<file path="src/rtl/riscv_lsu_pkg.sv">
// riscv_lsu shared types: funct3 size codes, FSM states and access width.
// Build option: LSU_MISALIGN_TRAP_EN enables the misaligned-access trap.
package riscv_lsu_pkg;

    localparam logic [2:0] LDST_B  = 3'd0;
    localparam logic [2:0] LDST_H  = 3'd1;
    localparam logic [2:0] LDST_W  = 3'd2;
    localparam logic [2:0] LDST_BU = 3'd4;
    localparam logic [2:0] LDST_HU = 3'd5;

    typedef enum logic [1:0] {
        IDLE,
        BUSY,
        DONE
    } lsu_state_t;

    typedef enum logic [1:0] {
        SZ_BYTE,
        SZ_HALF,
        SZ_WORD
    } lsu_width_t;

    // Unused size codes (3, 6, 7) fall through to word accesses.
    function automatic lsu_width_t size_width(logic [2:0] size);
        lsu_width_t w;
        w = SZ_WORD;
        if (size == LDST_B || size == LDST_BU)
            w = SZ_BYTE;
        else if (size == LDST_H || size == LDST_HU)
            w = SZ_HALF;
        return w;
    endfunction

endpackage

</file>
<file path="src/rtl/riscv_lsu_if.sv">
// Word-aligned data-memory port between the LSU (master) and memory (slave).
interface riscv_lsu_if;

    logic        mem_req_o;
    logic        mem_we_o;
    logic [3:0]  mem_be_o;
    logic [31:0] mem_addr_o;
    logic [31:0] mem_wd_o;
    logic [31:0] mem_rd_i;
    logic        mem_ready_i;

    modport master (
        output mem_req_o,
        output mem_we_o,
        output mem_be_o,
        output mem_addr_o,
        output mem_wd_o,
        input  mem_rd_i,
        input  mem_ready_i
    );

    modport slave (
        input  mem_req_o,
        input  mem_we_o,
        input  mem_be_o,
        input  mem_addr_o,
        input  mem_wd_o,
        output mem_rd_i,
        output mem_ready_i
    );

endinterface

</file>
<file path="src/rtl/riscv_lsu_load_fmt.sv">
// Load formatter: shifts the read word down to the addressed lane and
// sign- or zero-extends it according to the funct3 size code.
module riscv_lsu_load_fmt
    import riscv_lsu_pkg::*;
(
    input  logic [31:0] rd,
    input  logic [2:0]  size,
    input  logic [1:0]  off,
    output logic [31:0] data
);

    logic [31:0] sh;

    assign sh = rd >> {off, 3'b000};

    always_comb begin
        data = sh;
        case (size)
            LDST_B:  data = {{24{sh[7]}}, sh[7:0]};
            LDST_BU: data = {24'd0, sh[7:0]};
            LDST_H:  data = {{16{sh[15]}}, sh[15:0]};
            LDST_HU: data = {16'd0, sh[15:0]};
            default: data = sh;
        endcase
    end

endmodule

</file>
<file path="src/rtl/riscv_lsu.sv">
// Load/store unit: byte/half/word core requests to word-aligned memory
// transactions. Build option: LSU_MISALIGN_TRAP_EN adds misalign_o.
module riscv_lsu
    import riscv_lsu_pkg::*;
(
    input  logic        clk_i,
    input  logic        rst_ni,
    input  logic        core_req_i,
    input  logic        core_we_i,
    input  logic [2:0]  core_size_i,
    input  logic [31:0] core_addr_i,
    input  logic [31:0] core_wd_i,
    output logic [31:0] core_rd_o,
    output logic        core_stall_o,
`ifdef LSU_MISALIGN_TRAP_EN
    output logic        misalign_o,
`endif
    riscv_lsu_if.master mem
);

    lsu_state_t  state_q;
    lsu_state_t  state_d;
    lsu_width_t  width;
    logic [1:0]  off;
    logic [1:0]  off_q;
    logic [2:0]  size_q;
    logic [3:0]  be;
    logic [31:0] wd;
    logic [31:0] fmt_rd;
    logic        accept;
    logic        trap;

    assign width  = size_width(core_size_i);
    assign accept = (state_q == IDLE) & core_req_i;

    // Misaligned halfword/word offsets are truncated to natural alignment.
    always_comb begin
        off = core_addr_i[1:0];
        be  = 4'b1111;
        wd  = core_wd_i;
        case (width)
            SZ_BYTE: begin
                be = 4'b0001 << core_addr_i[1:0];
                wd = {4{core_wd_i[7:0]}};
            end
            SZ_HALF: begin
                off = {core_addr_i[1], 1'b0};
                be  = 4'b0011 << {core_addr_i[1], 1'b0};
                wd  = {2{core_wd_i[15:0]}};
            end
            default: off = 2'b00;
        endcase
    end

`ifdef LSU_MISALIGN_TRAP_EN
    assign trap = ((width == SZ_HALF) & core_addr_i[0])
                | ((width == SZ_WORD) & (|core_addr_i[1:0]));
`else
    assign trap = 1'b0;
`endif

    always_comb begin
        state_d = state_q;
        case (state_q)
            IDLE: if (core_req_i) state_d = trap ? DONE : BUSY;
            BUSY: if (mem.mem_ready_i) state_d = DONE;
            DONE: state_d = IDLE;
            default: state_d = IDLE;
        endcase
    end

    always_ff @(posedge clk_i or negedge rst_ni) begin
        if (!rst_ni)
            state_q <= IDLE;
        else
            state_q <= state_d;
    end

    always_ff @(posedge clk_i or negedge rst_ni) begin
        if (!rst_ni) begin
            mem.mem_req_o  <= 1'b0;
            mem.mem_we_o   <= 1'b0;
            mem.mem_be_o   <= 4'b0000;
            mem.mem_addr_o <= 32'd0;
            mem.mem_wd_o   <= 32'd0;
            size_q         <= 3'd0;
            off_q          <= 2'd0;
        end else begin
            mem.mem_req_o <= (state_d == BUSY);
            if (accept) begin
                mem.mem_we_o   <= core_we_i;
                mem.mem_be_o   <= be;
                mem.mem_addr_o <= {core_addr_i[31:2], 2'b00};
                mem.mem_wd_o   <= wd;
                size_q         <= core_size_i;
                off_q          <= off;
            end
        end
    end

    riscv_lsu_load_fmt u_load_fmt (
        .rd   (mem.mem_rd_i),
        .size (size_q),
        .off  (off_q),
        .data (fmt_rd)
    );

    always_ff @(posedge clk_i or negedge rst_ni) begin
        if (!rst_ni)
            core_rd_o <= 32'd0;
        else if (state_q == BUSY && mem.mem_ready_i && !mem.mem_we_o)
            core_rd_o <= fmt_rd;
        else if (accept && trap)
            core_rd_o <= 32'd0;
    end

`ifdef LSU_MISALIGN_TRAP_EN
    always_ff @(posedge clk_i or negedge rst_ni) begin
        if (!rst_ni)
            misalign_o <= 1'b0;
        else
            misalign_o <= accept & trap;
    end
`endif

    assign core_stall_o = core_req_i & (state_q != DONE);

endmodule

</file>
<file path="src/flat_wrapper.sv">
// flat-port wrapper written by rule: the top's interface ports become plain ports
module riscv_lsu_flat import riscv_lsu_pkg::*;
  (clk_i, rst_ni, core_req_i, core_we_i, core_size_i, core_addr_i, core_wd_i, core_rd_o, core_stall_o, mem_mem_req_o, mem_mem_we_o, mem_mem_be_o, mem_mem_addr_o, mem_mem_wd_o, mem_mem_rd_i, mem_mem_ready_i);
  riscv_lsu_if mem_i ();
  input  logic clk_i;
  input  logic rst_ni;
  input  logic core_req_i;
  input  logic core_we_i;
  input  logic [2:0] core_size_i;
  input  logic [31:0] core_addr_i;
  input  logic [31:0] core_wd_i;
  output logic [31:0] core_rd_o;
  output logic core_stall_o;
  output wire logic [$bits(mem_i.mem_req_o)-1:0] mem_mem_req_o;
  output wire logic [$bits(mem_i.mem_we_o)-1:0] mem_mem_we_o;
  output wire logic [$bits(mem_i.mem_be_o)-1:0] mem_mem_be_o;
  output wire logic [$bits(mem_i.mem_addr_o)-1:0] mem_mem_addr_o;
  output wire logic [$bits(mem_i.mem_wd_o)-1:0] mem_mem_wd_o;
  input wire logic [$bits(mem_i.mem_rd_i)-1:0] mem_mem_rd_i;
  input wire logic [$bits(mem_i.mem_ready_i)-1:0] mem_mem_ready_i;
  assign mem_mem_req_o = mem_i.mem_req_o;
  assign mem_mem_we_o = mem_i.mem_we_o;
  assign mem_mem_be_o = mem_i.mem_be_o;
  assign mem_mem_addr_o = mem_i.mem_addr_o;
  assign mem_mem_wd_o = mem_i.mem_wd_o;
  assign mem_i.mem_rd_i = mem_mem_rd_i;
  assign mem_i.mem_ready_i = mem_mem_ready_i;
  riscv_lsu u_core (.clk_i(clk_i), .rst_ni(rst_ni), .core_req_i(core_req_i), .core_we_i(core_we_i), .core_size_i(core_size_i), .core_addr_i(core_addr_i), .core_wd_i(core_wd_i), .core_rd_o(core_rd_o), .core_stall_o(core_stall_o), .mem(mem_i));
endmodule
</file>
<file path="config.mk">
export PLATFORM = sky130hd
export DESIGN_NAME = riscv_lsu_flat
export DESIGN_NICKNAME = d
export VERILOG_FILES = /design/src/rtl/riscv_lsu_pkg.sv /design/src/rtl/riscv_lsu_if.sv /design/src/rtl/riscv_lsu_load_fmt.sv /design/src/rtl/riscv_lsu.sv /design/src/flat_wrapper.sv
export SDC_FILE = /design/constraint.sdc
export NUM_CORES = 1
export LEC_CHECK = 0
export ABC_AREA = 1
export BUFFER_PORTS_ARGS = -buffer_cell sky130_fd_sc_hd__buf_2
export CORE_MARGIN = 10
export CORE_UTILIZATION = 44
export CTS_CLUSTER_DIAMETER = 100
export CTS_CLUSTER_SIZE = 24
export DETAILED_ROUTE_END_ITERATION = 10
export PLACE_DENSITY = 0.77
export SLEW_MARGIN = 20
export SYNTH_ARGS = -nofsm -noshare
export SYNTH_HDL_FRONTEND = slang
export SYNTH_SLANG_ARGS = --single-unit
</file>
<file path="constraint.sdc">
create_clock -name clk_i -period 1.3 [get_ports clk_i]
set_clock_uncertainty 0.1 [all_clocks]
set_input_delay 0.065 -clock clk_i [delete_from_list [all_inputs] [get_ports clk_i]]
set_output_delay 0.065 -clock clk_i [all_outputs]
set_load 0.01 [all_outputs]
</file>
==> impl_metrics.ini <==
[run_status]
outcome = finished with violations
violations = negative setup slack

[synthesis]
synth_most_common_cell = nand2_1
synth_area_leaders = dfrtp_1 (52%), nand2_1 (19%), nand3_1 (6.1%)
ys_seq_elements = 107
yosys_warnings = 0
synth_top_area_share_pct = 51.64
yosysSeqAreaShare_pct = 51.64
yosysTopAreaCell = dfrtp_1
ys_types = 32
async_flop_share_pct = 100.0
synthFlopType = dfrtp_1
syn-cell-area_sq_mm = 0.005185
synthesis.instances = 671
syn_area_per_cell_sq_um = 7.727
synth_edf_count = 0
ys_top_cells_by_count = nand2_1 (260), dfrtp_1 (107), nand3_1 (63)

[clock_network]
cts.sinks = 107
cts_tree = done
clk_pin_slew_ns = 0.08
clockRootBuffer = clkbuf_16
htree_levels = 3
cts_buffer_depth = 2
cts_made_buffers = 9
clk_latency_ns = 0.37

[placement]
place_hpwl_um = 12680
place_ws_ns = -0.1204
place_area_sq_mm = 0.006628
io_buffers = 204
routabilityCongestion = 0.8837

[drt]
routed-wl-met2_um = 13170
vias = 6686
viasPerCell = 5.764
post-route-drc-count = 0
dr.max_layer_used = met4
dr.pass1.iters = 5
wl_met3_um = 3531
drt_wl_total_um = 27560
wl_met1_um = 9049
first_iter_violations = 895
antenna_left = 0
avgRoutedWirePerCell_um = 23.75

[timing]
finalCritPeriodShare_pct = 125.8
rsz0062_at_grt = true
hold_viol = 0
maxSlewViolCount = 0
hold_slack_ns = 0.004658
fmax_mhz = 611.4
fin_crit_ns = 1.636
fin_ws_ns = -0.3356
setup_viol = 106

[pwr]
switching_share_pct = 43.35
leakagePower_nw = 4.849
power.density_mw_per_mm2 = 2100
p_seq_share_pct = 31.2
combPwrFrac_pct = 52.7
pwr-share-clk_pct = 16.1
p_switching_w = 0.008446
internal-power_w = 0.01104
total_power_w = 0.01948
ir_drop_v = 0.001286

[setup_path]
crit_chain = inv_2 > nand3_4 > buf_12 > buf_12 > a21oi_2 > o21ai_1 > nand2_1
path_common_cell = buf_12
worstSetupPathType = flip-flop to flip-flop
critPathMaxStageDelay_ns = 0.44
worst_r2r_path_depth = 7
path_max_fanout = 7
cp.arrival_ns = 1.84
r2r_slack_ns = -0.34
start_kind = flip-flop
rr_startpoint = u_core.state_q[0]$_DFF_PN0_
cp_slowest_cell = dfrtp_1
r2r_end = u_core.mem.mem_wd_o[19]$_DFFE_PN0P_
crit_required_ns = 1.51
cp-end-kind = flip-flop

[floorplan]
initial_core_util_pct = 45.22
die_h_um = 128.6
die-area_sq_mm = 0.01653
floorplan.rows = 39
fp.dieW_um = 128.6
io_pins = 207
core-area_sq_mm = 0.01147

[finish]
drive_gt1_share_pct = 49.85
final_area_sq_mm = 0.009276
nNetsFinal = 1114
areaGrowthSynthToFinish_pct = 78.91
post-route-util_pct = 80.89
fillers = 619

[grt]
grt_pass1_vias = 6411
grt_pass1_wl_um = 34200
grt-ovfl-total = 0
grt_max_degree = 37
antenna_found_initial = 2
gr-usage-all-layers_pct = 25.88

[hold_path]
hold_end = u_core.core_rd_o[5]$_DFFE_PN0P_
holdPathStages = 5
min_from = mem_mem_rd_i[13]
min_path_type = primary input to flip-flop

[job]
maxCapViolations = 0
layout by cell type, fill, tap and decap left out, types with 4 or more instances in the layout:
| master | count |
|---|---|
| buf_2 | 202 |
| nand2_2 | 57 |
| or2_1 | 4 |
| o21ai_2 | 27 |
| buf_16 | 8 |
| buf_6 | 6 |
| inv_2 | 8 |
| dlygate4sd3_1 | 80 |
| nor2_2 | 10 |
| or2_2 | 12 |
| nand2_1 | 169 |
| nand3_1 | 48 |
| clkbuf_16 | 17 |
| dfrtp_1 | 105 |
| a21oi_1 | 17 |
| a21oi_2 | 13 |
| o21ai_1 | 9 |
| buf_12 | 14 |
| nor2_1 | 41 |
| inv_1 | 28 |
| buf_8 | 4 |
| nand2_4 | 43 |
| nand3_4 | 5 |
| buf_4 | 44 |
| nand3_2 | 12 |
stage by stage:
| stage | setup TNS, ns | std cells |
|---|---|---|
| after floorplan | -0.1914 | 672 |
| after global routing | -18.44 | 1160 |
| final | -14.20 | 1160 |
| after CTS | -3.034 | 1139 |
| after detailed placement | -3.675 | 1025 |
| after global placement | -1.902 | 1025 |
critical path, delay by kind of cell, from the launching register on:
kind | cells | cell delay, ns
compound gates | 2 | 0.37
flops | 1 | 0.44
buf+inv | 3 | 0.46
simple gates | 2 | 0.21
worst max path at each step:
stage / from / endpoint / depth (start not counted) / slack [ns]
final: u_core.state_q[0]$_DFF_PN0_ / u_core.mem.mem_wd_o[19]$_DFFE_PN0P_ / 7 / -0.34
after global routing: u_core.state_q[0]$_DFF_PN0_ / u_core.mem.mem_wd_o[19]$_DFFE_PN0P_ / 7 / -0.38
after CTS: u_core.off_q[0]$_DFFE_PN0P_ / u_core.core_rd_o[25]$_DFFE_PN0P_ / 10 / -0.12
after detailed placement: u_core.off_q[0]$_DFFE_PN0P_ / u_core.core_rd_o[22]$_DFFE_PN0P_ / 7 / -0.12
after global placement: u_core.off_q[0]$_DFFE_PN0P_ / u_core.core_rd_o[22]$_DFFE_PN0P_ / 7 / -0.09
after floorplan: u_core.off_q[0]$_DFFE_PN0P_ / u_core.core_rd_o[30]$_DFFE_PN0P_ / 10 / -0.02
sequential cells by signal (all words and copies together), names as in the netlist:
signal,flops
u_core.mem.mem_req_o,1
u_core.mem.mem_we_o,1
u_core.size_q,3
u_core.mem.mem_wd_o,32
u_core.mem.mem_be_o,4
u_core.core_rd_o,32
u_core.mem.mem_addr_o,30
u_core.state_q,2
u_core.off_q,2
kinds of logic after synthesis:
logic type	synth area share, %
and+or+nand+nor	32.72
DFF	51.64
buffers and inverters	7.842
AOI/OAI and AO/OA	7.722
other	0.07232
metal layers:
metal / track usage, % / vias to the layer above
li1: - / 2794
met1: 28.85 / 3125
met2: 43.55 / 604
met3: 9.281 / 163
met4: 11.72 / 0
met5: 0 / -
area by class of cell:
| class | count | area (sq um) | area share [%] |
|---|---|---|---|
| multi-input combinational | 484 | 2912 | 31.39 |
| timing repair buffer | 366 | 2970 | 32.02 |
| clock inverter | 7 | 101.3 | 1.093 |
| sequential | 107 | 2680 | 28.89 |
| antenna | 2 | 5.005 | 0.05395 |
| inverter | 41 | 192.7 | 2.077 |
| timing repair inverter | 1 | 11.26 | 0.1214 |
| clock buffer | 9 | 225.2 | 2.428 |
| tap | 143 | 178.9 | 1.929 |
power by group through the flow:
stage	logic (W)	clock network [W]	registers [W]
5_1_grt	0.0110	0.00324	0.00617
2_1_floorplan	0.00327	0	0.00622
6_report	0.0103	0.00313	0.00608
3_5_place_dp	0.00691	0	0.00561
3_3_place_gp	0.00677	0	0.00562
4_1_cts	0.00800	0.00306	0.00564
what timing repair did:
item / 4_1_cts / 5_1_grt
hold endpoints to repair: 186 / 0
gates resized for setup: 82 / 214
hold buffers: 80 / 0
gates cloned: 7 / 10
buffers inserted: 11 / 10
pin swaps: 11 / 35
setup endpoints to repair: 82 / 106
Note: power is estimated with default switching activity, not from simulation.
